--- config.mk ---
export PLATFORM = sky130hd
export DESIGN_NAME = spi_target
export DESIGN_NICKNAME = d
export VERILOG_FILES = /design/src/rtl/spi_target.sv
export SDC_FILE = /design/constraint.sdc
export NUM_CORES = 1
export LEC_CHECK = 0
export ABC_AREA = 1
export BUFFER_PORTS_ARGS = -buffer_cell sky130_fd_sc_hd__buf_2
export CAP_MARGIN = 0
export CORE_UTILIZATION = 36
export CTS_CLUSTER_SIZE = 24
export DETAILED_ROUTE_END_ITERATION = 10
export SLEW_MARGIN = 25
export SYNTH_ARGS = -nofsm -noshare
export SYNTH_HDL_FRONTEND = slang
export SYNTH_SLANG_ARGS = --single-unit
--- constraint.sdc ---
create_clock -name clk -period 1.4 [get_ports clk]
set_input_delay 0.07 -clock clk [delete_from_list [all_inputs] [get_ports clk]]
set_output_delay 0.07 -clock clk [all_outputs]
set_load 0.01 [all_outputs]
--- src/rtl/spi_target.sv ---
// SPI mode-0 target, pins oversampled on clk (pin-to-action SYNC_STAGES+1 clks); no SPI backpressure:
// a full RX buffer drops the byte (overrun), an empty TX queue sends IDLE_BYTE. SPI_TARGET_RX_FIFO_EN selects an RX FIFO.
module spi_target #(
  parameter int         SYNC_STAGES   = 2,
  parameter int         RX_FIFO_DEPTH = 4,
  parameter logic [7:0] IDLE_BYTE     = 8'hFF
) (
  input  logic       clk,
  input  logic       rst,
  input  logic       spi_cs_n,
  input  logic       spi_sck,
  input  logic       spi_mosi,
  output logic       spi_miso,
  output logic       spi_miso_oe,
  output logic [7:0] rx_data,
  output logic       rx_valid,
  input  logic       rx_read,
  input  logic [7:0] tx_data,
  input  logic       tx_write,
  output logic       tx_full,
  output logic [3:0] status,
  input  logic       clear_flags
);

  typedef enum logic [1:0] {ST_IDLE, ST_LOAD, ST_ACTIVE} state_t;

  if (SYNC_STAGES < 2 || RX_FIFO_DEPTH < 1 ||
      (RX_FIFO_DEPTH & (RX_FIFO_DEPTH - 1)) != 0) begin : g_bad_params
    $error("spi_target: SYNC_STAGES must be >= 2 and RX_FIFO_DEPTH a power of 2");
  end

  logic [SYNC_STAGES-1:0] cs_sync, sck_sync, mosi_sync;
  logic                   cs_d, sck_d;
  logic                   cs_s, sck_s, mosi_s;
  logic                   cs_fall, sck_rise, sck_fall;

  always_ff @(posedge clk or posedge rst) begin
    if (rst) begin
      cs_sync   <= '1;
      sck_sync  <= '0;
      mosi_sync <= '0;
      cs_d      <= 1'b1;
      sck_d     <= 1'b0;
    end else begin
      cs_sync   <= {cs_sync[SYNC_STAGES-2:0], spi_cs_n};
      sck_sync  <= {sck_sync[SYNC_STAGES-2:0], spi_sck};
      mosi_sync <= {mosi_sync[SYNC_STAGES-2:0], spi_mosi};
      cs_d      <= cs_s;
      sck_d     <= sck_s;
    end
  end

  assign cs_s     = cs_sync[SYNC_STAGES-1];
  assign sck_s    = sck_sync[SYNC_STAGES-1];
  assign mosi_s   = mosi_sync[SYNC_STAGES-1];
  assign cs_fall  = cs_d & ~cs_s;
  assign sck_rise = ~sck_d & sck_s;
  assign sck_fall = sck_d & ~sck_s;

  state_t     state, state_nxt;
  logic       load_evt, shift_evt, sample_evt, leave_evt;
  logic       reload_pend;
  logic [2:0] bit_cnt;
  logic [6:0] shifter;
  logic [6:0] rx_shift;
  logic [7:0] rx_byte;
  logic       rx_push;
  logic [7:0] tx_buf;
  logic [7:0] load_byte;
  logic       abort_q, underrun_q, overrun_q;
  logic       abort_set, underrun_set, overrun_set;

  always_ff @(posedge clk or posedge rst) begin
    if (rst) state <= ST_IDLE;
    else     state <= state_nxt;
  end

  always_comb begin
    state_nxt  = state;
    load_evt   = 1'b0;
    shift_evt  = 1'b0;
    sample_evt = 1'b0;
    leave_evt  = 1'b0;
    unique case (state)
      ST_IDLE: begin
        if (cs_fall) state_nxt = ST_LOAD;
      end
      ST_LOAD: begin
        if (cs_s) begin
          state_nxt = ST_IDLE;
          leave_evt = 1'b1;
        end else begin
          state_nxt = ST_ACTIVE;
          load_evt  = 1'b1;
        end
      end
      ST_ACTIVE: begin
        if (cs_s) begin
          state_nxt = ST_IDLE;
          leave_evt = 1'b1;
        end else begin
          sample_evt = sck_rise;
          // The fall that ends a byte starts the next one instead of shifting.
          if (sck_fall) begin
            load_evt  = reload_pend;
            shift_evt = ~reload_pend;
          end
        end
      end
      default: state_nxt = ST_IDLE;
    endcase
  end

  assign load_byte    = tx_full ? tx_buf : IDLE_BYTE;
  assign abort_set    = leave_evt && (state == ST_ACTIVE) && (bit_cnt != 3'd0);
  assign underrun_set = load_evt && !tx_full;

  always_ff @(posedge clk or posedge rst) begin
    if (rst) begin
      spi_miso    <= 1'b0;
      spi_miso_oe <= 1'b0;
      shifter     <= '0;
      bit_cnt     <= '0;
      rx_shift    <= '0;
      rx_byte     <= '0;
      rx_push     <= 1'b0;
      reload_pend <= 1'b0;
    end else begin
      rx_push <= 1'b0;
      if (leave_evt) begin
        spi_miso    <= 1'b0;
        spi_miso_oe <= 1'b0;
        bit_cnt     <= '0;
        reload_pend <= 1'b0;
      end else begin
        if (load_evt) begin
          spi_miso    <= load_byte[7];
          shifter     <= load_byte[6:0];
          spi_miso_oe <= 1'b1;
          reload_pend <= 1'b0;
          if (state == ST_LOAD) bit_cnt <= '0;
        end else if (shift_evt) begin
          spi_miso <= shifter[6];
          shifter  <= {shifter[5:0], 1'b0};
        end
        if (sample_evt) begin
          rx_shift <= {rx_shift[5:0], mosi_s};
          bit_cnt  <= bit_cnt + 3'd1;
          if (bit_cnt == 3'd7) begin
            rx_byte     <= {rx_shift, mosi_s};
            rx_push     <= 1'b1;
            reload_pend <= 1'b1;
          end
        end
      end
    end
  end

  // A load consumes the old queue state; a write landing on an empty-queue load waits for the next slot.
  always_ff @(posedge clk or posedge rst) begin
    if (rst) begin
      tx_full <= 1'b0;
      tx_buf  <= '0;
    end else if (load_evt && tx_full) begin
      tx_full <= 1'b0;
    end else if (tx_write && !tx_full) begin
      tx_buf  <= tx_data;
      tx_full <= 1'b1;
    end
  end

  logic rx_full, rx_pop, rx_accept;

  assign rx_pop      = rx_read & rx_valid;
  assign rx_accept   = rx_push & (~rx_full | rx_pop);
  assign overrun_set = rx_push & rx_full & ~rx_pop;

`ifdef SPI_TARGET_RX_FIFO_EN
  localparam int AW = (RX_FIFO_DEPTH > 1) ? $clog2(RX_FIFO_DEPTH) : 1;

  logic [7:0]    rx_mem [RX_FIFO_DEPTH];
  logic [AW-1:0] rd_ptr, wr_ptr;
  logic [AW:0]   rx_count;

  always_ff @(posedge clk or posedge rst) begin
    if (rst) begin
      for (int i = 0; i < RX_FIFO_DEPTH; i++) rx_mem[i] <= '0;
      rd_ptr   <= '0;
      wr_ptr   <= '0;
      rx_count <= '0;
    end else begin
      if (rx_accept) begin
        rx_mem[wr_ptr] <= rx_byte;
        wr_ptr <= (wr_ptr == AW'(RX_FIFO_DEPTH - 1)) ? '0 : wr_ptr + 1'b1;
      end
      if (rx_pop) rd_ptr <= (rd_ptr == AW'(RX_FIFO_DEPTH - 1)) ? '0 : rd_ptr + 1'b1;
      if (rx_accept && !rx_pop)      rx_count <= rx_count + 1'b1;
      else if (!rx_accept && rx_pop) rx_count <= rx_count - 1'b1;
    end
  end

  assign rx_data  = rx_mem[rd_ptr];
  assign rx_valid = (rx_count != '0);
  assign rx_full  = (rx_count == (AW+1)'(RX_FIFO_DEPTH));
`else
  logic [7:0] rx_hold;
  logic       rx_hold_vld;

  always_ff @(posedge clk or posedge rst) begin
    if (rst) begin
      rx_hold     <= '0;
      rx_hold_vld <= 1'b0;
    end else if (rx_accept) begin
      rx_hold     <= rx_byte;
      rx_hold_vld <= 1'b1;
    end else if (rx_pop) begin
      rx_hold_vld <= 1'b0;
    end
  end

  assign rx_data  = rx_hold;
  assign rx_valid = rx_hold_vld;
  assign rx_full  = rx_hold_vld;
`endif

  // Sticky flags: a set in the same cycle as clear_flags wins.
  always_ff @(posedge clk or posedge rst) begin
    if (rst) begin
      abort_q    <= 1'b0;
      underrun_q <= 1'b0;
      overrun_q  <= 1'b0;
    end else begin
      abort_q    <= abort_set    | (abort_q    & ~clear_flags);
      underrun_q <= underrun_set | (underrun_q & ~clear_flags);
      overrun_q  <= overrun_set  | (overrun_q  & ~clear_flags);
    end
  end

  assign status = {abort_q, underrun_q, overrun_q, state != ST_IDLE};

endmodule

==> results.yml <==
clock_network:
  clkLatencyLatePin_ns: 0.33
  tritoncts_clock_tree: "done"
  buffer_levels_on_the_longest_clock_path: 2
  cts_inserted_buffers: 9
  clock_sink_count: 60
  clkSlewWorstSetupHoldPaths_ns: 0.06
  root_buffer: "clkbuf_8"
  h_tree_level_count: 3
synthesis:
  synth_enable_flop_cells: 0
  ffs_latches_synth: 60
  netlist_top_cells_area: "dfrtp_1, nand2_1, inv_1, mux2_2, dfstp_2"
  ys.flop_type: "dfrtp_1"
  syn-instance-count: 248
  post-synth-top-area-fraction_pct: 56.0
  syn-num-nets: 270
  yosys_warnings: 0
  yosys.area.top_type: "dfrtp_1"
  netlist_area_um2: 2540
  yosys.cell_types.count: 23
  most_repeated_cell_in_the_gate_level_netlist_after_synthesis: "dfrtp_1"
  proportion_of_register_bits_with_asynchronous_set_or_reset_after_synthesis_pct: 100
  synth_seq_area_share_pct: 59.1
  post_synth_most_frequent_cells: "dfrtp_1, nand2_1, inv_1"
  post_synthesis_area_per_instance_um2: 10.3
timing:
  unrepaired_setup_endpoints_after_global_routing: "true"
  setup_viol: 7
  max_clock_freq_mhz: 689
  finalWorstPathRequiredPeriod_ns: 1.45
  post-route-worst-setup-slack_ns: -0.0508
  share_of_the_clock_period_used_by_the_worst_path_after_layout_pct: 104
  worst_pin_slew_ns: 0.353
  final_hold_viol_count: 0
  slew-limit-headroom_pct: 76.4
  finClkSkew_ns: 0.00448
  final_max_slew_viol_count: 0
  worst_hold_slack_ns: 0.00959
worst_setup_path:
  end_kind: "flop"
  worst-endpoint-arrival_ns: 1.72
  reg2reg_setup_slack_ns: -0.05
  rr_worst_depth: 9
  endpoint: "spi_miso"
  setup.worst_path.start: "state[0]"
  startpoint_type: "flop"
  critical_path.reg2reg.startpoint: "state[0]"
  path_max_fanout: 15
  worst_setup_path_type: "reg -> reg"
  critical_path_required_ns: 1.67
  worst_r2r_endpoint: "spi_miso"
route:
  totalWireLength_um: 4630
  post_drt_wl_per_cell_um: 11.3
  drt_pre_antenna_iters: 4
  route.detailed.vias_per_inst: 4.43
  num_vias: 1819
  detail_route.iter0.violations: 75
  drc: 0
  ant_nets: 0
floorplan:
  core-area_um2: 6790
  number_of_rows_in_the_core_area: 30
  initial_core_util_pct: 37.5
  die_h_um: 86.1
  die_outline_width_um: 86.1
  die_area_um2: 7410
  design.portCount: 32
finish:
  fin_nets: 332
  n_antenna_cell: 0
  post_route_cells_drive_above_1_share_pct: 33.7
  syn2layout_area_growth_pct: 31.1
power_and_ir_drop:
  power_per_cell_area_nw_per_um2: 1640
  worst_ir_drop_vdd_v: 0.00101
  power_leakage_nw: 1.69
  power_mw: 5.48
global_routing:
  grt_first_pass_wirelength_um: 7530
  grt_usage_pct: 13.3
  overflow_left_after_global_routing: 0
  grt_start_max_net_pins: 61
  antenna_violations_before_repair: 0
  first_global_vias: 1748
placement:
  routabilityCongestion: 0.843
  dpl.hpwl_um: 2830
  pre_cts_slack_ns: -0.0777
  numPortBuffers: 31
run_status:
  run_status: "finished, violations left"
  violations: "negative setup slack"
flow_run:
  drv.max_cap_violation_count: 0
hold_path:
  timing.hold.worst.class: "in -> reg"
==> power breakdown <==
part	total (mW)	internal [mW]	switching, mW
clock	1.46	0.813	0.650
sequential	2.25	2.08	0.167
combinational	1.76	0.760	1.00
total	5.48	3.66	1.82
==> stage by stage <==
step / TNS [ns] / instance area [um^2] / util, % / instances
final: -0.164 / 3340 / 49.1 / 411
after CTS: -0.151 / 3210 / 47.2 / 406
after global routing: -0.827 / 3340 / 49.1 / 411
after floorplan: 0 / 2570 / - / 248
after detailed placement: -0.843 / 2840 / 41.9 / 374
after global placement: -0.0730 / 2840 / 41.9 / 374
==> layout make-up <==
class	instances	area, um^2
Fill cell	647	3460
Multi-Input combinational cell	141	942
Tap cell	96	120
Clock inverter	5	52.6
Sequential cell	60	1510
Inverter	40	159
Timing Repair Buffer	58	427
Clock buffer	11	131
==> routing by layer <==
| metal | GRT usage (%) | routed length [um] | part of all wire (%) | up-vias |
|---|---|---|---|---|
| li1 | - | - | - | 918 |
| met1 | 16.4 | 2310 | 50 | 854 |
| met2 | 20.3 | 2060 | 44 | 38 |
| met3 | 5.10 | 167 | 3.6 | 9 |
| met4 | 6.82 | 92 | 2.0 | 0 |
| met5 | 0 | 0 | 0 | - |
==> repair_timing <==
item | CTS | global route
endpoints found under the hold margin | 71 | 0
buffers inserted | 3 | 1
hold buffers | 13 | 0
pin swaps | 5 | 2
endpoints found under the setup margin | 24 | 24
gates cloned | 0 | 4
gates resized for setup | 5 | 18
==> placed cells by master (no fill, tap or decap), types with 4 or more instances in the layout <==
cell type	instances
nand3_1	11
dlygate4sd3_1	13
nand2_1	41
mux2_2	9
o21ai_1	7
o21ai_2	10
buf_4	9
nand4_1	8
clkbuf_8	9
ha_1	4
dfrtp_1	57
nor2_1	10
buf_2	31
nand2_4	5
a21oi_1	9
nand2_2	5
o21ai_0	10
inv_1	35
==> flip-flops by register name, indices dropped and copies added, names as in the netlist, 2 cells and up <==
register   cells
bit_cnt        3
cs_sync        2
mosi_sync      2
rx_byte        8
rx_data        8
rx_shift       7
sck_sync       2
shifter        7
state          2
tx_buf         8
==> critical path, stage by stage (launching register included) <==
cell	delay, ns
dfrtp_1	0.39
inv_2	0.08
ha_4	0.12
inv_2	0.04
nor2_4	0.16
nand3_1	0.14
buf_6	0.18
o21ai_0	0.14
nand2_1	0.07
nand2_1	0.05
==> cell families after synthesis <==
family | synth area share [%]
mux | 3.98
compound gates | 8.90
flops | 59.1
simple gates | 15.8
fa+ha+maj | 2.95
buf+inv | 9.24
==> worst min-delay path by stage <==
| stage | startpoint | to | cells past startpoint |
|---|---|---|---|
| 2_1_floorplan | spi_cs_n | cs_sync[0] | 0 |
| 3_3_place_gp | rst | spi_miso_oe | 3 |
| 3_5_place_dp | spi_cs_n | cs_sync[0] | 1 |
| 4_1_cts | tx_data[3] | tx_buf[3] | 3 |
| 5_1_grt | tx_data[3] | tx_buf[3] | 3 |
| 6_report | tx_data[3] | tx_buf[3] | 3 |
(Power assumes the default switching activity.)
